--- src/rtl/pixel_write_arbiter_if.sv ---
// Requester-side pixel bus: per-requester valid/ready plus packed x/y/colour fields.
interface pixel_write_arbiter_if #(parameter int NUM_REQ = 2);
  logic [NUM_REQ-1:0]   req_valid;
  logic [NUM_REQ-1:0]   req_ready;
  logic [8*NUM_REQ-1:0] req_x;
  logic [7*NUM_REQ-1:0] req_y;
  logic [3*NUM_REQ-1:0] req_colour;

  modport master (output req_valid, req_x, req_y, req_colour, input req_ready);
  modport slave  (input req_valid, req_x, req_y, req_colour, output req_ready);
endinterface

--- src/rtl/pixel_write_arbiter.sv ---
// Round-robin arbiter sharing the VGA framebuffer write port between requesters,
// with a priority clear engine that sweeps the whole screen in raster order.
module pixel_write_arbiter #(
  parameter int NUM_REQ = 2,
  parameter int WIDTH   = 160,
  parameter int HEIGHT  = 120
) (
  input  logic                  clock,
  input  logic                  reset,
  pixel_write_arbiter_if.slave  req,
  input  logic                  clear_start,
  input  logic [2:0]            clear_colour,
  output logic                  clear_busy,
  output logic                  clear_done,
  output logic                  range_err,
  output logic [7:0]            x,
  output logic [6:0]            y,
  output logic [2:0]            colour,
  output logic                  plot
);
  localparam int PTR_W = (NUM_REQ > 2) ? 2 : 1;

  typedef enum logic {ARB, CLEAR} state_e;

  state_e             state_q, state_d;
  logic [PTR_W-1:0]   rr_ptr_q, rr_ptr_d, grant, idx;
  logic               found;
  logic [NUM_REQ-1:0] ready;
  logic [7:0]         x_q, x_d;
  logic [6:0]         y_q, y_d;
  logic [2:0]         colour_q, colour_d;
  logic               plot_q, plot_d, done_q, done_d, err_q, err_d;

  logic [7:0] rx [NUM_REQ];
  logic [6:0] ry [NUM_REQ];
  logic [2:0] rc [NUM_REQ];

  for (genvar i = 0; i < NUM_REQ; i++) begin : g_unpack
    assign rx[i] = req.req_x[8*i +: 8];
    assign ry[i] = req.req_y[7*i +: 7];
    assign rc[i] = req.req_colour[3*i +: 3];
  end

  // First valid requester at or after rr_ptr, wrapping modulo NUM_REQ.
  always_comb begin
    found = 1'b0;
    grant = '0;
    idx   = '0;
    for (int k = 0; k < NUM_REQ; k++) begin
      idx = PTR_W'((int'(rr_ptr_q) + k) % NUM_REQ);
      if (!found && req.req_valid[idx]) begin
        found = 1'b1;
        grant = idx;
      end
    end
  end

  always_comb begin
    ready = '0;
    if (state_q == ARB && !clear_start && found) ready[grant] = 1'b1;
  end
  assign req.req_ready = ready;

  always_comb begin
    state_d  = state_q;
    rr_ptr_d = rr_ptr_q;
    x_d      = x_q;
    y_d      = y_q;
    colour_d = colour_q;
    plot_d   = 1'b0;
    done_d   = 1'b0;
    err_d    = err_q;
    case (state_q)
      ARB: begin
        if (clear_start) begin
          state_d  = CLEAR;
          x_d      = '0;
          y_d      = '0;
          colour_d = clear_colour;
          plot_d   = 1'b1;
        end else if (found) begin
          rr_ptr_d = (int'(grant) == NUM_REQ - 1) ? '0 : grant + 1'b1;
          // Out-of-range pixels are consumed but never reach the adapter.
          if (int'(rx[grant]) >= WIDTH || int'(ry[grant]) >= HEIGHT) begin
            err_d = 1'b1;
          end else begin
            x_d      = rx[grant];
            y_d      = ry[grant];
            colour_d = rc[grant];
            plot_d   = 1'b1;
          end
        end
      end
      CLEAR: begin
        // x_q/y_q double as the sweep counters; colour_q holds the fill colour.
        if (int'(x_q) != WIDTH - 1) begin
          x_d    = x_q + 8'd1;
          plot_d = 1'b1;
        end else if (int'(y_q) != HEIGHT - 1) begin
          x_d    = '0;
          y_d    = y_q + 7'd1;
          plot_d = 1'b1;
        end else begin
          state_d = ARB;
          done_d  = 1'b1;
        end
      end
      default: state_d = ARB;
    endcase
  end

  always_ff @(posedge clock) begin
    if (reset) begin
      state_q  <= ARB;
      rr_ptr_q <= '0;
      x_q      <= '0;
      y_q      <= '0;
      colour_q <= '0;
      plot_q   <= 1'b0;
      done_q   <= 1'b0;
      err_q    <= 1'b0;
    end else begin
      state_q  <= state_d;
      rr_ptr_q <= rr_ptr_d;
      x_q      <= x_d;
      y_q      <= y_d;
      colour_q <= colour_d;
      plot_q   <= plot_d;
      done_q   <= done_d;
      err_q    <= err_d;
    end
  end

  assign x          = x_q;
  assign y          = y_q;
  assign colour     = colour_q;
  assign plot       = plot_q;
  assign clear_busy = (state_q == CLEAR);
  assign clear_done = done_q;
  assign range_err  = err_q;
endmodule

--- src/flat_wrapper.sv ---
// flat-port wrapper written by rule: the top's interface ports become plain ports
module pixel_write_arbiter_flat 
#(
  parameter int NUM_REQ = 2,
  parameter int WIDTH   = 160,
  parameter int HEIGHT  = 120
)
  (clock, reset, clear_start, clear_colour, clear_busy, clear_done, range_err, x, y, colour, plot, req_req_valid, req_req_x, req_req_y, req_req_colour, req_req_ready);
  pixel_write_arbiter_if #(.NUM_REQ(NUM_REQ)) req_i ();
  input  logic clock;
  input  logic reset;
  input  logic clear_start;
  input  logic [2:0] clear_colour;
  output logic clear_busy;
  output logic clear_done;
  output logic range_err;
  output logic [7:0] x;
  output logic [6:0] y;
  output logic [2:0] colour;
  output logic plot;
  input wire logic [$bits(req_i.req_valid)-1:0] req_req_valid;
  input wire logic [$bits(req_i.req_x)-1:0] req_req_x;
  input wire logic [$bits(req_i.req_y)-1:0] req_req_y;
  input wire logic [$bits(req_i.req_colour)-1:0] req_req_colour;
  output wire logic [$bits(req_i.req_ready)-1:0] req_req_ready;
  assign req_i.req_valid = req_req_valid;
  assign req_i.req_x = req_req_x;
  assign req_i.req_y = req_req_y;
  assign req_i.req_colour = req_req_colour;
  assign req_req_ready = req_i.req_ready;
  pixel_write_arbiter #(.NUM_REQ(NUM_REQ), .WIDTH(WIDTH), .HEIGHT(HEIGHT)) u_core (.clock(clock), .reset(reset), .req(req_i), .clear_start(clear_start), .clear_colour(clear_colour), .clear_busy(clear_busy), .clear_done(clear_done), .range_err(range_err), .x(x), .y(y), .colour(colour), .plot(plot));
endmodule
--- config.mk ---
export PLATFORM = sky130hd
export DESIGN_NAME = pixel_write_arbiter_flat
export DESIGN_NICKNAME = d
export VERILOG_FILES = /design/src/rtl/pixel_write_arbiter_if.sv /design/src/rtl/pixel_write_arbiter.sv /design/src/flat_wrapper.sv
export SDC_FILE = /design/constraint.sdc
export NUM_CORES = 1
export LEC_CHECK = 0
export ABC_AREA = 1
export CAP_MARGIN = 5
export CORE_UTILIZATION = 30
export CTS_CLUSTER_DIAMETER = 60
export DETAILED_ROUTE_END_ITERATION = 8
export SLEW_MARGIN = 10
export SYNTH_ARGS = -nofsm -noshare
export SYNTH_HDL_FRONTEND = slang
export SYNTH_SLANG_ARGS = --single-unit
--- constraint.sdc ---
create_clock -name clock -period 2.3 [get_ports clock]
set_clock_uncertainty 0.2 [all_clocks]
set_input_delay 0.345 -clock clock [delete_from_list [all_inputs] [get_ports clock]]
set_output_delay 0.345 -clock clock [all_outputs]
set_load 0.01 [all_outputs]
==> run metrics <==
crit-path max FO 7; logic gate share of total power 40.3%; die area 5990 µm²; Final Hold Viols 0; # hold bufs at CTS 0; syn avg cell area 6.30 µm²; met2 WL 2.23 mm; HP Class reg2reg; Max Cap Violations 0; required time of the critical path 1750 ps; first-pass GRT wire length 8.60 mm; fillcell total 576; n_diodes 0; die span in y 77.4 µm; slowest stage delay, CP 460 ps; pwr dens 466 nW/µm²; CORE AREA 5510 µm²; Slew headroom 75.7%; Post-CTS Setup Repair Bufs 0; largest net degree at the start of global routing 17; post-synthesis mux area share 0%; Synth Area in Compound Gates 19.0%; gr ovfl total 0; Worst setup SP type input port; DR top layer met4; Gate Count Post-Synth 271; share of synthesized registers carrying an async set or reset 0%; # rows 27; adder-cell share of the synthesized area 1.47%; CP arrival 1550 ps; worst slew pin tran 364 ps; register area share after synthesis 27.0%; status finished, final reports clean; Synth area leader dfxtp_1; Netlist Area Pre-Place 1710 µm²; Seq pwr share 38.5%; Post-synth top flop dfxtp_1; RSZ-0062 raised after global routing no; CP top delay family buffers and inverters; simple-gate share of the synthesized area 40.0%; Clock Tree Root clkbuf_8; P_int 0.000846 W; ANT nets after route 0; CTS tree done; Layout Cells excl Fill 430; Yosys reg bits 23; DP Cell Count 426; Buf/Inv on CP 3; Initial DRT Pass Iterations 5; switching part of the total 32.4%; Clock power frac 21.2%; Tmin final 2100 ps; vias per cell 4.63; Synth Area in XOR/XNOR 1.54%; Crit-path slowest cell clkdlybuf4s50_1; Net Sw Power 0.000405 W; Worst-Skew Late Latency 270 ps; # clock sinks 23; H-tree depth 1; Leakage 1.23 nW; Post-CTS Resized 2; Port-buffer cells 67; leading post-synthesis cells by cell area dfxtp_1 27%, nand2_1 13%, nor2_1 10%, nand3_1 6.7%, o21ai_0 5.3%; Initial Util 31.0%; Mapped Nets 317; CTS Buffer Depth 2; EDFF count, synth 0; Tcrit/Tclk final 91.1%; DR vias 1990; Top Ports 68; GRT Total Usage 17.7%; share of cells above drive strength 1 14.2%; initial antenna violation count 0; chip width 77.4 µm; yosys warns 0; fmax 477 MHz; Max Slew Vio Count 0; Final HPWL DP 3.91 mm; DRC viols 0; final setup vio count 0; WL per Instance 11.6 µm; vias in the first global route 1888; crit-path cells clkdlybuf4s50_1 > nand2_4 > nand2_2 > buf_12 > nor2_1 > dlygate4sd2_1; WL met3 434 µm; worst hold slack 283 ps; Synth cell types 32; Met1 Wirelength 2.29 mm; Crit. End Element output pin; post-synth top area share 27.0%; TritonCTS buffer count 3; largest family of logic cells by synthesized area simple AND/OR/NAND/NOR gates; final wirelength 4.98 mm; Worst VDD drop 0.000259 V; Clock Pin Slew Worst Setup and Hold Paths 90 ps; RePlAce Congestion 0.869; P&R area growth vs syn 57.3%; critical path class in2out; final net count 405; initial drt markers 158
-- logic make-up (layout without fill, tap and decap cells) --
group,Yosys count,in the layout
and+or+nand+nor,152,152
AOI/OAI and AO/OA,53,53
buffers and inverters,38,125
DFF,23,23
xor gates and xnor gates,3,3
adders and majority gates,2,2
-- per-stage QoR --
step | setup slack [ps] | power [W] | instance area [µm²] | TNS [ps] | util (%)
after CTS | 205 | 0.00127 | 2680 | 0 | 48.7
after global routing | 57.2 | 0.00134 | 2680 | 0 | 48.7
final | 205 | 0.00125 | 2680 | 0 | 48.7
after detailed placement | -65.6 | 0.000999 | 2640 | -666 | 48.0
after global placement | -55.3 | 0.000994 | 2640 | -149 | 48.0
after floorplan | 363 | 0.000738 | 1710 | 0 | -
-- tightest hold or removal path: cells and delay by family, from the launching register on --
family | cells | cell delay, ps
flops | 1 | 340
simple gates | 1 | 70
compound gates | 1 | 40
-- power groups by stage --
stage                     clock network, W  logic, W  registers [W]
after global routing              0.000290  0.000562       0.000489
after floorplan                          0  0.000235       0.000503
after detailed placement                 0  0.000509       0.000490
after global placement                   0  0.000505       0.000490
after CTS                         0.000278  0.000509       0.000481
final                             0.000265  0.000504       0.000481
-- synth_stat cells (2+ instances only) --
| master | instances |
|---|---|
| nand2_1 | 60 |
| nor2_1 | 46 |
| dfxtp_1 | 23 |
| inv_1 | 23 |
| nand3_1 | 23 |
| o21ai_0 | 18 |
| a21oi_1 | 14 |
| nand3b_1 | 11 |
| a21oi_2 | 10 |
| clkbuf_1 | 6 |
| nand2_2 | 4 |
| o22ai_1 | 4 |
| buf_6 | 3 |
| o21a_1 | 3 |
| xor2_1 | 3 |
| buf_2 | 2 |
| ha_1 | 2 |
| nor3_1 | 2 |
-- routing by layer --
layer  global-route usage, %  vias up
met4                    3.21        0
met3                    5.41        2
met2                    29.2       71
li1                        -     1062
met1                    22.6      855
met5                       0        -
-- cells in the final DEF, fill, tap and decap left out --
master / n
nand3_2: 1
xor2_1: 3
nor2_2: 1
inv_1: 23
buf_4: 25
ha_1: 2
nand3b_2: 1
inv_2: 1
a21oi_2: 10
nand2_4: 1
a31oi_1: 1
nor3b_1: 1
clkdlybuf4s50_1: 65
nor2_1: 46
nand2_1: 60
clkbuf_1: 1
a21oi_1: 14
o21ai_0: 18
nor3_1: 2
dlygate4sd2_1: 2
nand3b_1: 11
o21a_1: 3
clkbuf_8: 3
clkinv_1: 1
a21o_1: 1
o32a_1: 1
buf_12: 4
o22ai_1: 4
nand2_2: 4
nand3_1: 23
o21ai_1: 1
nand4_1: 1
dfxtp_1: 23
-- sequential cells by signal, summed over array words and instances (netlist names) --
name,cells
u_core.x,8
u_core.y,7
u_core.colour,3
u_core.clear_busy,1
u_core.clear_done,1
u_core.plot,1
u_core.range_err,1
u_core.rr_ptr_q,1
-- layout make-up --
class	count	area (µm²)	share of cell area, %
tap	72	90.1	3.36
clock buffer	4	45.0	1.68
multi-input combinational	210	1060	39.4
inverter	25	93.8	3.50
timing repair buffer	96	936	34.9
sequential	23	460	17.2
-- worst paths after layout --
path,from,end,slack (ps),cells past startpoint
worst min register to register,u_core.range_err,u_core.range_err,280,2
worst min-delay path,u_core.range_err,u_core.range_err,280,2
worst max register to register,u_core.x[0],u_core.y[1],320,9
worst max-delay path,req_req_valid[0],req_req_ready[1],200,6
Note: power is estimated with default switching activity, not from simulation.
